==> src/rtl/biriscv_tres_pkg.sv <==
// Shared types and constants for the test-result mailbox: FSM states,
// the passing-signature prefix and the verdict words.
package biriscv_tres_pkg;

    typedef enum logic [1:0] {
        TRES_COLLECT,
        TRES_DUMP,
        TRES_DONE
    } tres_state_t;

    localparam logic [15:0] TRES_SIG_PREFIX   = 16'h600D;
    localparam logic [31:0] TRES_VERDICT_PASS = 32'h600D_600D;
    localparam logic [15:0] TRES_VERDICT_FAIL = 16'hBAD0;

endpackage

==> src/rtl/biriscv_tres_popcount.sv <==
// Combinational population count of the per-test pass vector.
module biriscv_tres_popcount #(
    parameter int WIDTH   = 10,
    parameter int COUNT_W = 8
) (
    input  logic [WIDTH-1:0]   bits,
    output logic [COUNT_W-1:0] count
);

    always_comb begin
        count = '0;
        for (int i = 0; i < WIDTH; i++) begin
            count = count + COUNT_W'(bits[i]);
        end
    end

endmodule

==> src/rtl/biriscv_test_result_mailbox.sv <==
// Store-path mailbox that grades test signatures as they are written and,
// on completion, streams every slot followed by a verdict word.
module biriscv_test_result_mailbox
    import biriscv_tres_pkg::*;
#(
    parameter logic [31:0] BASE_ADDR  = 32'h8000_9000,
    parameter int          NUM_SLOTS  = 12,
    parameter logic [15:0] SIG_PREFIX = TRES_SIG_PREFIX
) (
    input  logic        clk,
    input  logic        rst,
    input  logic        wr_valid_i,
    input  logic [31:0] wr_addr_i,
    input  logic [31:0] wr_data_i,
    output logic        wr_ready_o,
    input  logic        done_i,
    output logic        out_valid_o,
    output logic [31:0] out_data_o,
    output logic        out_last_o,
    input  logic        out_ready_i,
    output logic [7:0]  pass_count_o,
    output logic        all_pass_o,
    output logic        busy_o
);

    localparam int NUM_TESTS = NUM_SLOTS - 2;
    localparam int SLOT_W    = $clog2(NUM_SLOTS);
    localparam int IDX_W     = $clog2(NUM_SLOTS + 1);

    tres_state_t          state;
    logic [31:0]          slot     [NUM_SLOTS];
    logic [31:0]          slot_rd  [NUM_SLOTS];
    logic [NUM_SLOTS-1:0] written;
    logic [NUM_TESTS-1:0] pass;
    logic [NUM_TESTS-1:0] fail_mask;
    logic [IDX_W-1:0]     word_idx;
    logic [IDX_W-1:0]     next_idx;
    logic [31:0]          next_word;
    logic [31:0]          verdict;
    logic [31:0]          wr_offset;
    logic [SLOT_W-1:0]    wr_slot;
    logic                 wr_hit;
    logic                 wr_accept;
    logic [7:0]           pop_count;

    // Unsigned subtraction makes addresses below the base wrap to huge
    // offsets, so one compare covers both window bounds.
    assign wr_offset  = wr_addr_i - BASE_ADDR;
    assign wr_hit     = (wr_offset < 32'(4 * NUM_SLOTS)) && (wr_offset[1:0] == 2'b00);
    assign wr_slot    = wr_offset[SLOT_W+1:2];
    assign wr_ready_o = (state != TRES_DUMP);
    assign wr_accept  = wr_valid_i && wr_ready_o && wr_hit && (state == TRES_COLLECT);

    always_comb begin
        for (int k = 0; k < NUM_SLOTS; k++) begin
            slot_rd[k] = written[k] ? slot[k] : 32'h0;
        end
    end

    always_ff @(posedge clk or negedge rst) begin
        if (!rst) begin
            for (int k = 0; k < NUM_SLOTS; k++) begin
                slot[k] <= '0;
            end
            written <= '0;
            pass    <= '0;
        end else if (wr_accept) begin
            for (int k = 0; k < NUM_SLOTS; k++) begin
                if (wr_slot == SLOT_W'(k)) begin
                    slot[k]    <= wr_data_i;
                    written[k] <= 1'b1;
                end
            end
            for (int k = 0; k < NUM_TESTS; k++) begin
                if (wr_slot == SLOT_W'(k)) begin
                    pass[k] <= (wr_data_i == {SIG_PREFIX, 16'(k + 1)});
                end
            end
        end
    end

    biriscv_tres_popcount #(
        .WIDTH   (NUM_TESTS),
        .COUNT_W (8)
    ) u_popcount (
        .bits  (pass),
        .count (pop_count)
    );

    always_ff @(posedge clk or negedge rst) begin
        if (!rst) begin
            pass_count_o <= '0;
            all_pass_o   <= 1'b0;
        end else begin
            pass_count_o <= pop_count;
            all_pass_o   <= (pop_count == 8'(NUM_TESTS))
                         && (slot_rd[NUM_SLOTS-2] == 32'(NUM_TESTS))
                         && (slot_rd[NUM_SLOTS-1] == 32'(NUM_TESTS));
        end
    end

    assign fail_mask = ~pass;
    assign verdict   = all_pass_o ? TRES_VERDICT_PASS : {TRES_VERDICT_FAIL, 16'(fail_mask)};
    assign next_idx  = word_idx + IDX_W'(1);

    always_comb begin
        next_word = verdict;
        if (next_idx < IDX_W'(NUM_SLOTS)) begin
            next_word = slot_rd[next_idx[SLOT_W-1:0]];
        end
    end

    // Slot 0 bypasses storage so a store landing with done_i is still dumped.
    always_ff @(posedge clk or negedge rst) begin
        if (!rst) begin
            state       <= TRES_COLLECT;
            word_idx    <= '0;
            out_valid_o <= 1'b0;
            out_last_o  <= 1'b0;
            out_data_o  <= '0;
            busy_o      <= 1'b0;
        end else begin
            case (state)
                TRES_COLLECT: begin
                    if (done_i) begin
                        state       <= TRES_DUMP;
                        busy_o      <= 1'b1;
                        out_valid_o <= 1'b1;
                        out_last_o  <= 1'b0;
                        word_idx    <= '0;
                        out_data_o  <= (wr_accept && wr_slot == '0) ? wr_data_i : slot_rd[0];
                    end
                end
                TRES_DUMP: begin
                    if (out_ready_i) begin
                        if (out_last_o) begin
                            state       <= TRES_DONE;
                            busy_o      <= 1'b0;
                            out_valid_o <= 1'b0;
                            out_last_o  <= 1'b0;
                            out_data_o  <= '0;
                        end else begin
                            word_idx   <= next_idx;
                            out_data_o <= next_word;
                            out_last_o <= (next_idx == IDX_W'(NUM_SLOTS));
                        end
                    end
                end
                TRES_DONE: begin
                    state <= TRES_DONE;
                end
                default: begin
                    state <= TRES_COLLECT;
                end
            endcase
        end
    end

endmodule
==> config.mk <==
export PLATFORM = sky130hd
export DESIGN_NAME = biriscv_test_result_mailbox
export DESIGN_NICKNAME = d
export VERILOG_FILES = /design/src/rtl/biriscv_tres_pkg.sv /design/src/rtl/biriscv_tres_popcount.sv /design/src/rtl/biriscv_test_result_mailbox.sv
export SDC_FILE = /design/constraint.sdc
export NUM_CORES = 1
export LEC_CHECK = 0
export ABC_CLOCK_PERIOD_IN_PS = 4200
export BUFFER_PORTS_ARGS = -buffer_cell sky130_fd_sc_hd__buf_4
export CAP_MARGIN = 10
export CORE_UTILIZATION = 55
export DETAILED_ROUTE_END_ITERATION = 6
export PLACE_DENSITY = 0.76
export SLEW_MARGIN = 20
export SYNTH_ARGS = -nofsm -noshare
export SYNTH_HDL_FRONTEND = slang
export SYNTH_SLANG_ARGS = --single-unit
==> constraint.sdc <==
create_clock -name clk -period 4.2 [get_ports clk]
set_input_delay 0 -clock clk [delete_from_list [all_inputs] [get_ports clk]]
set_output_delay 0 -clock clk [all_outputs]
set_load 0.03 [all_outputs]
==> results.txt <==
----------------------------------------------------
[Outcome]
  Result of the run ... finished, final reports clean

[Final layout]
  Post-layout net count ... 1,949
  Area added between synthesis and finish ... 15.4%
  Fraction of layout cells with a size suffix above 1 ... 0.321
  # fillers ... 2,739
  Highest-count cells in the layout ignoring fill and taps ... sky130_fd_sc_hd__dfrtp_1 (451), sky130_fd_sc_hd__mux2_2 (308), sky130_fd_sc_hd__a221oi_1 (194)
  Most common cell after layout, fill and taps aside ... sky130_fd_sc_hd__dfrtp_1

[Timing]
  Finish-stage setup viols ... 0
  Fmax ... 248 MHz
  Total count of max-transition violations in the final report ... 0
  Clock Skews ... 0.0117 ns
  Minimum hold slack ... 0.0571 ns
  Fin crit period ... 4.04 ns
  RSZ-0062 raised after global routing ... yes
  Total count of hold-check failures in the final report ... 0
  Worst rel slew slack ... 0.200
  Slew at the pin with the worst max-slew slack ... 1.20 ns
  Post-route clock period utilization ... 0.961

[Placed design]
  Final weighted congestion in routability-driven placement ... 0.899
  Detail Placement HPWL ... 41,000 um
  Number of port buffers ... 109

[Worst setup path]
  Maximum net fanout on the critical path ... 2
  Worst R2R End ... all_pass_o
  Critical path start-end classification ... reg2reg
  Slack of the worst reg-to-reg path ... 0.16 ns
  Endpoint arrival time on the critical path ... 4.49 ns
  Critical Path Sink Type ... register
  Launch point of the worst reg-to-reg path ... pass[0]
  Worst path slowest cell ... sky130_fd_sc_hd__fa_1
  Type of element launching the critical path ... register
  Max incr delay on CP ... 0.54 ns
  Top cell family by delay on the critical path ... adder cells
  Critical Path Most Common Cell ... sky130_fd_sc_hd__fa_1
  Data required time at the worst endpoint ... 4.65 ns
  Worst path cell trace ... ha_1 > inv_1 > fa_1 > fa_1 > fa_1 > fa_2 > fa_1 > nor4_1 > nand4_1 > nor4_2 > nand3_1 > a2111oi_2
  Bufs and invs on worst path ... 1
  Path depth of the worst reg2reg path ... 12

[Detailed routing]
  Detail Route Antenna Nets ... 0
  Violation count after the first detailed-route iteration ... 2,064
  WL per Instance ... 27.8 um
  Number of vias per cell ... 6.92
  Number of remaining DRC errors ... 0
  Length of the first detailed-routing pass in iterations ... 7
  DRT Wirelength ... 67,200 um
  Total via count in the routed design ... 16,700

[Floorplanning]
  Row count ... 71
  Top-level I/O count ... 114
  Initial Utilization ... 0.562
  Overall die area ... 39,400 um2
  Placeable core region ... 37,800 um2
  Die Y-Extent ... 199 um
  Horiz. Die Dim ... 199 um

[Clock network]
  Number of buffers added by the clock tree synthesis step ... 46
  CTS root buf ... sky130_fd_sc_hd__clkbuf_16
  Level count of the clock H-tree ... 2
  Clock slew seen by the registers of the worst setup and hold paths ... 0.06 ns
  Clk Latency, worst-skew pair ... 0.56 ns
  Number of sinks handled by clock tree synthesis ... 451
  TritonCTS clock tree ... done
  Number of buffers on the longest clock path ... 3

[Global routing]
  Antenna violations before repair ... 1
  Largest net degree at the start of global routing ... 114
  Global-route usage over all layers ... 0.345
  Leftover overflow at the end of global routing ... 0
  Vias in the first global route ... 16,800
  First-pass GRT wire length ... 102,000 um

[Pwr]
  Total Power ... 12.5 mW
  IR drop worst, VDD ... 0.000425 V
  Pwr Density ... 512 nW/um2
  Leakage power ... 11.9 nW

[Logic synthesis]
  Post-synth EDFFs ... 0
  Mean cell area of the mapped netlist ... 11.9 um2
  YS warnings ... 0
  Fraction of the yosys area taken by sequential cells ... 0.531
  Ys async rst share ... 1.00
  Most used flip-flop cell after synthesis ... sky130_fd_sc_hd__dfrtp_1
  Count of different cell masters after synthesis ... 67
  Synthesized netlist cell count ... 1,788
  Number of storage elements in the synthesis netlist ... 451
  Netlist Area Pre-Place ... 21,300 um2

[Run]
  Count of max-cap constraint violations ... 0

[Hold path]
  Hold-critical path endpoint ... busy_o
  Class of the worst hold path ... in2reg
  Startpoint of the lowest-slack hold path ... out_ready_i
  Hold depth ... 5

----------------------------------------------------
==> Yosys cell counts (6+ instances only) <==
| library cell | number | area share |
|---|---|---|
| sky130_fd_sc_hd__and2_1 | 7 | 0.0021 |
| sky130_fd_sc_hd__ha_1 | 8 | 0.0047 |
| sky130_fd_sc_hd__mux2_4 | 29 | 0.020 |
| sky130_fd_sc_hd__o31ai_1 | 11 | 0.0039 |
| sky130_fd_sc_hd__or4_1 | 6 | 0.0021 |
| sky130_fd_sc_hd__a221oi_1 | 194 | 0.080 |
| sky130_fd_sc_hd__nor3_1 | 43 | 0.010 |
| sky130_fd_sc_hd__buf_6 | 9 | 0.0048 |
| sky130_fd_sc_hd__inv_1 | 37 | 0.0065 |
| sky130_fd_sc_hd__a31oi_1 | 7 | 0.0021 |
| sky130_fd_sc_hd__a221o_1 | 6 | 0.0028 |
| sky130_fd_sc_hd__mux2_2 | 308 | 0.16 |
| sky130_fd_sc_hd__nand2_1 | 116 | 0.020 |
| sky130_fd_sc_hd__o21ai_0 | 90 | 0.021 |
| sky130_fd_sc_hd__clkbuf_1 | 142 | 0.025 |
| sky130_fd_sc_hd__o22a_1 | 7 | 0.0029 |
| sky130_fd_sc_hd__nand3_1 | 44 | 0.010 |
| sky130_fd_sc_hd__a211o_1 | 11 | 0.0045 |
| sky130_fd_sc_hd__nor2b_1 | 13 | 0.0038 |
| sky130_fd_sc_hd__buf_2 | 20 | 0.0047 |
| sky130_fd_sc_hd__fa_1 | 6 | 0.0056 |
| sky130_fd_sc_hd__o211ai_1 | 7 | 0.0025 |
| sky130_fd_sc_hd__a21oi_1 | 48 | 0.011 |
| sky130_fd_sc_hd__nor2_1 | 40 | 0.0071 |
| sky130_fd_sc_hd__buf_1 | 6 | 0.0011 |
| sky130_fd_sc_hd__dfrtp_1 | 451 | 0.53 |
| sky130_fd_sc_hd__nor4_1 | 20 | 0.0059 |
| sky130_fd_sc_hd__or3_1 | 12 | 0.0035 |
| sky130_fd_sc_hd__nand2b_1 | 15 | 0.0044 |
==> worst min-delay path, cell delays in order <==
cell and delay [ns]:
sky130_fd_sc_hd__buf_4 0.12, sky130_fd_sc_hd__and2_1 0.24, sky130_fd_sc_hd__nand2_1 0.12, sky130_fd_sc_hd__nand2_1 0.05, sky130_fd_sc_hd__o21ai_0 0.06
==> how the worst max path moves through the flow <==
| stage | from | slack (ns) | endpoint | cells past startpoint |
|---|---|---|---|---|
| final | pass[0] | 0.16 | all_pass_o | 12 |
| after global routing | pass[0] | -0.01 | all_pass_o | 12 |
| after CTS | pass[0] | -0.01 | all_pass_o | 12 |
| after detailed placement | pass[0] | -0.07 | all_pass_o | 12 |
| after global placement | pass[0] | 0.01 | all_pass_o | 12 |
| after floorplan | pass[0] | 0.18 | all_pass_o | 12 |
==> state kept, by name, summed over array words and instances (netlist names) <==
signal        count
busy_o            1
pass             10
word_idx          4
slot            384
all_pass_o        1
state             2
pass_count_o      4
out_last_o        1
written          12
out_data_o       32
==> through the flow <==
step,utilization,cells,setup slack (ns),cell area [um2],TNS [ns]
CTS,0.648,2412,-0.0122,24500,-0.0122
global route,0.648,2413,-0.0132,24500,-0.0132
detailed placement,0.596,2292,-0.0728,22600,-0.0728
floorplan,-,1791,0.177,21300,0
finish,0.648,2414,0.164,24500,0
global placement,0.596,2292,0.0117,22600,0
==> layer usage <==
layer / GRT usage / vias up / wire, um
met5: 0 / - / 0
li1: - / 6849 / -
met2: 0.521 / 1116 / 30300
met3: 0.0978 / 220 / 7600
met4: 0.183 / 0 / 3320
met1: 0.453 / 8508 / 26000
==> timing repair <==
item	in CTS	in global routing
hold buffers	36	0
setup endpoints to repair	1	1
endpoints found under the hold margin	512	0
pin swaps	8	3
resized for setup	3	1
buffers inserted	1	0
==> power by group <==
group          total, mW  internal (mW)  switching [mW]
Combinational       3.56           1.21            2.36
Clock               4.30           2.59            1.71
Sequential          4.68           4.49           0.188
Total               12.5           8.29            4.26
==> cells by family (layout without fill, tap and decap cells) <==
group                      count (synthesis)  in the layout  share of synthesized area
AOI/OAI and AO/OA                        407            407                      0.142
xor gates and xnor gates                   6              6                    0.00247
adders and majority gates                 14             14                     0.0104
buffers and inverters                    220            330                     0.0441
DFF                                      451            451                      0.531
muxes                                    338            338                      0.184
other                                      1              6                   0.000176
and+or+nand+nor                          351            351                     0.0860
==> final cells by class <==
cell class / instances / area [um2] / area share
diodes: 2 / 5.00 / 0.000204
clock buffers: 72 / 1400 / 0.0572
clock inverters: 11 / 183 / 0.00745
inverters: 38 / 143 / 0.00582
multi-input cells: 1120 / 9140 / 0.373
flip-flops and latches: 451 / 11300 / 0.460
well taps: 511 / 639 / 0.0261
repair buffers: 209 / 1730 / 0.0705
Power figures use the tool's default switching activity.
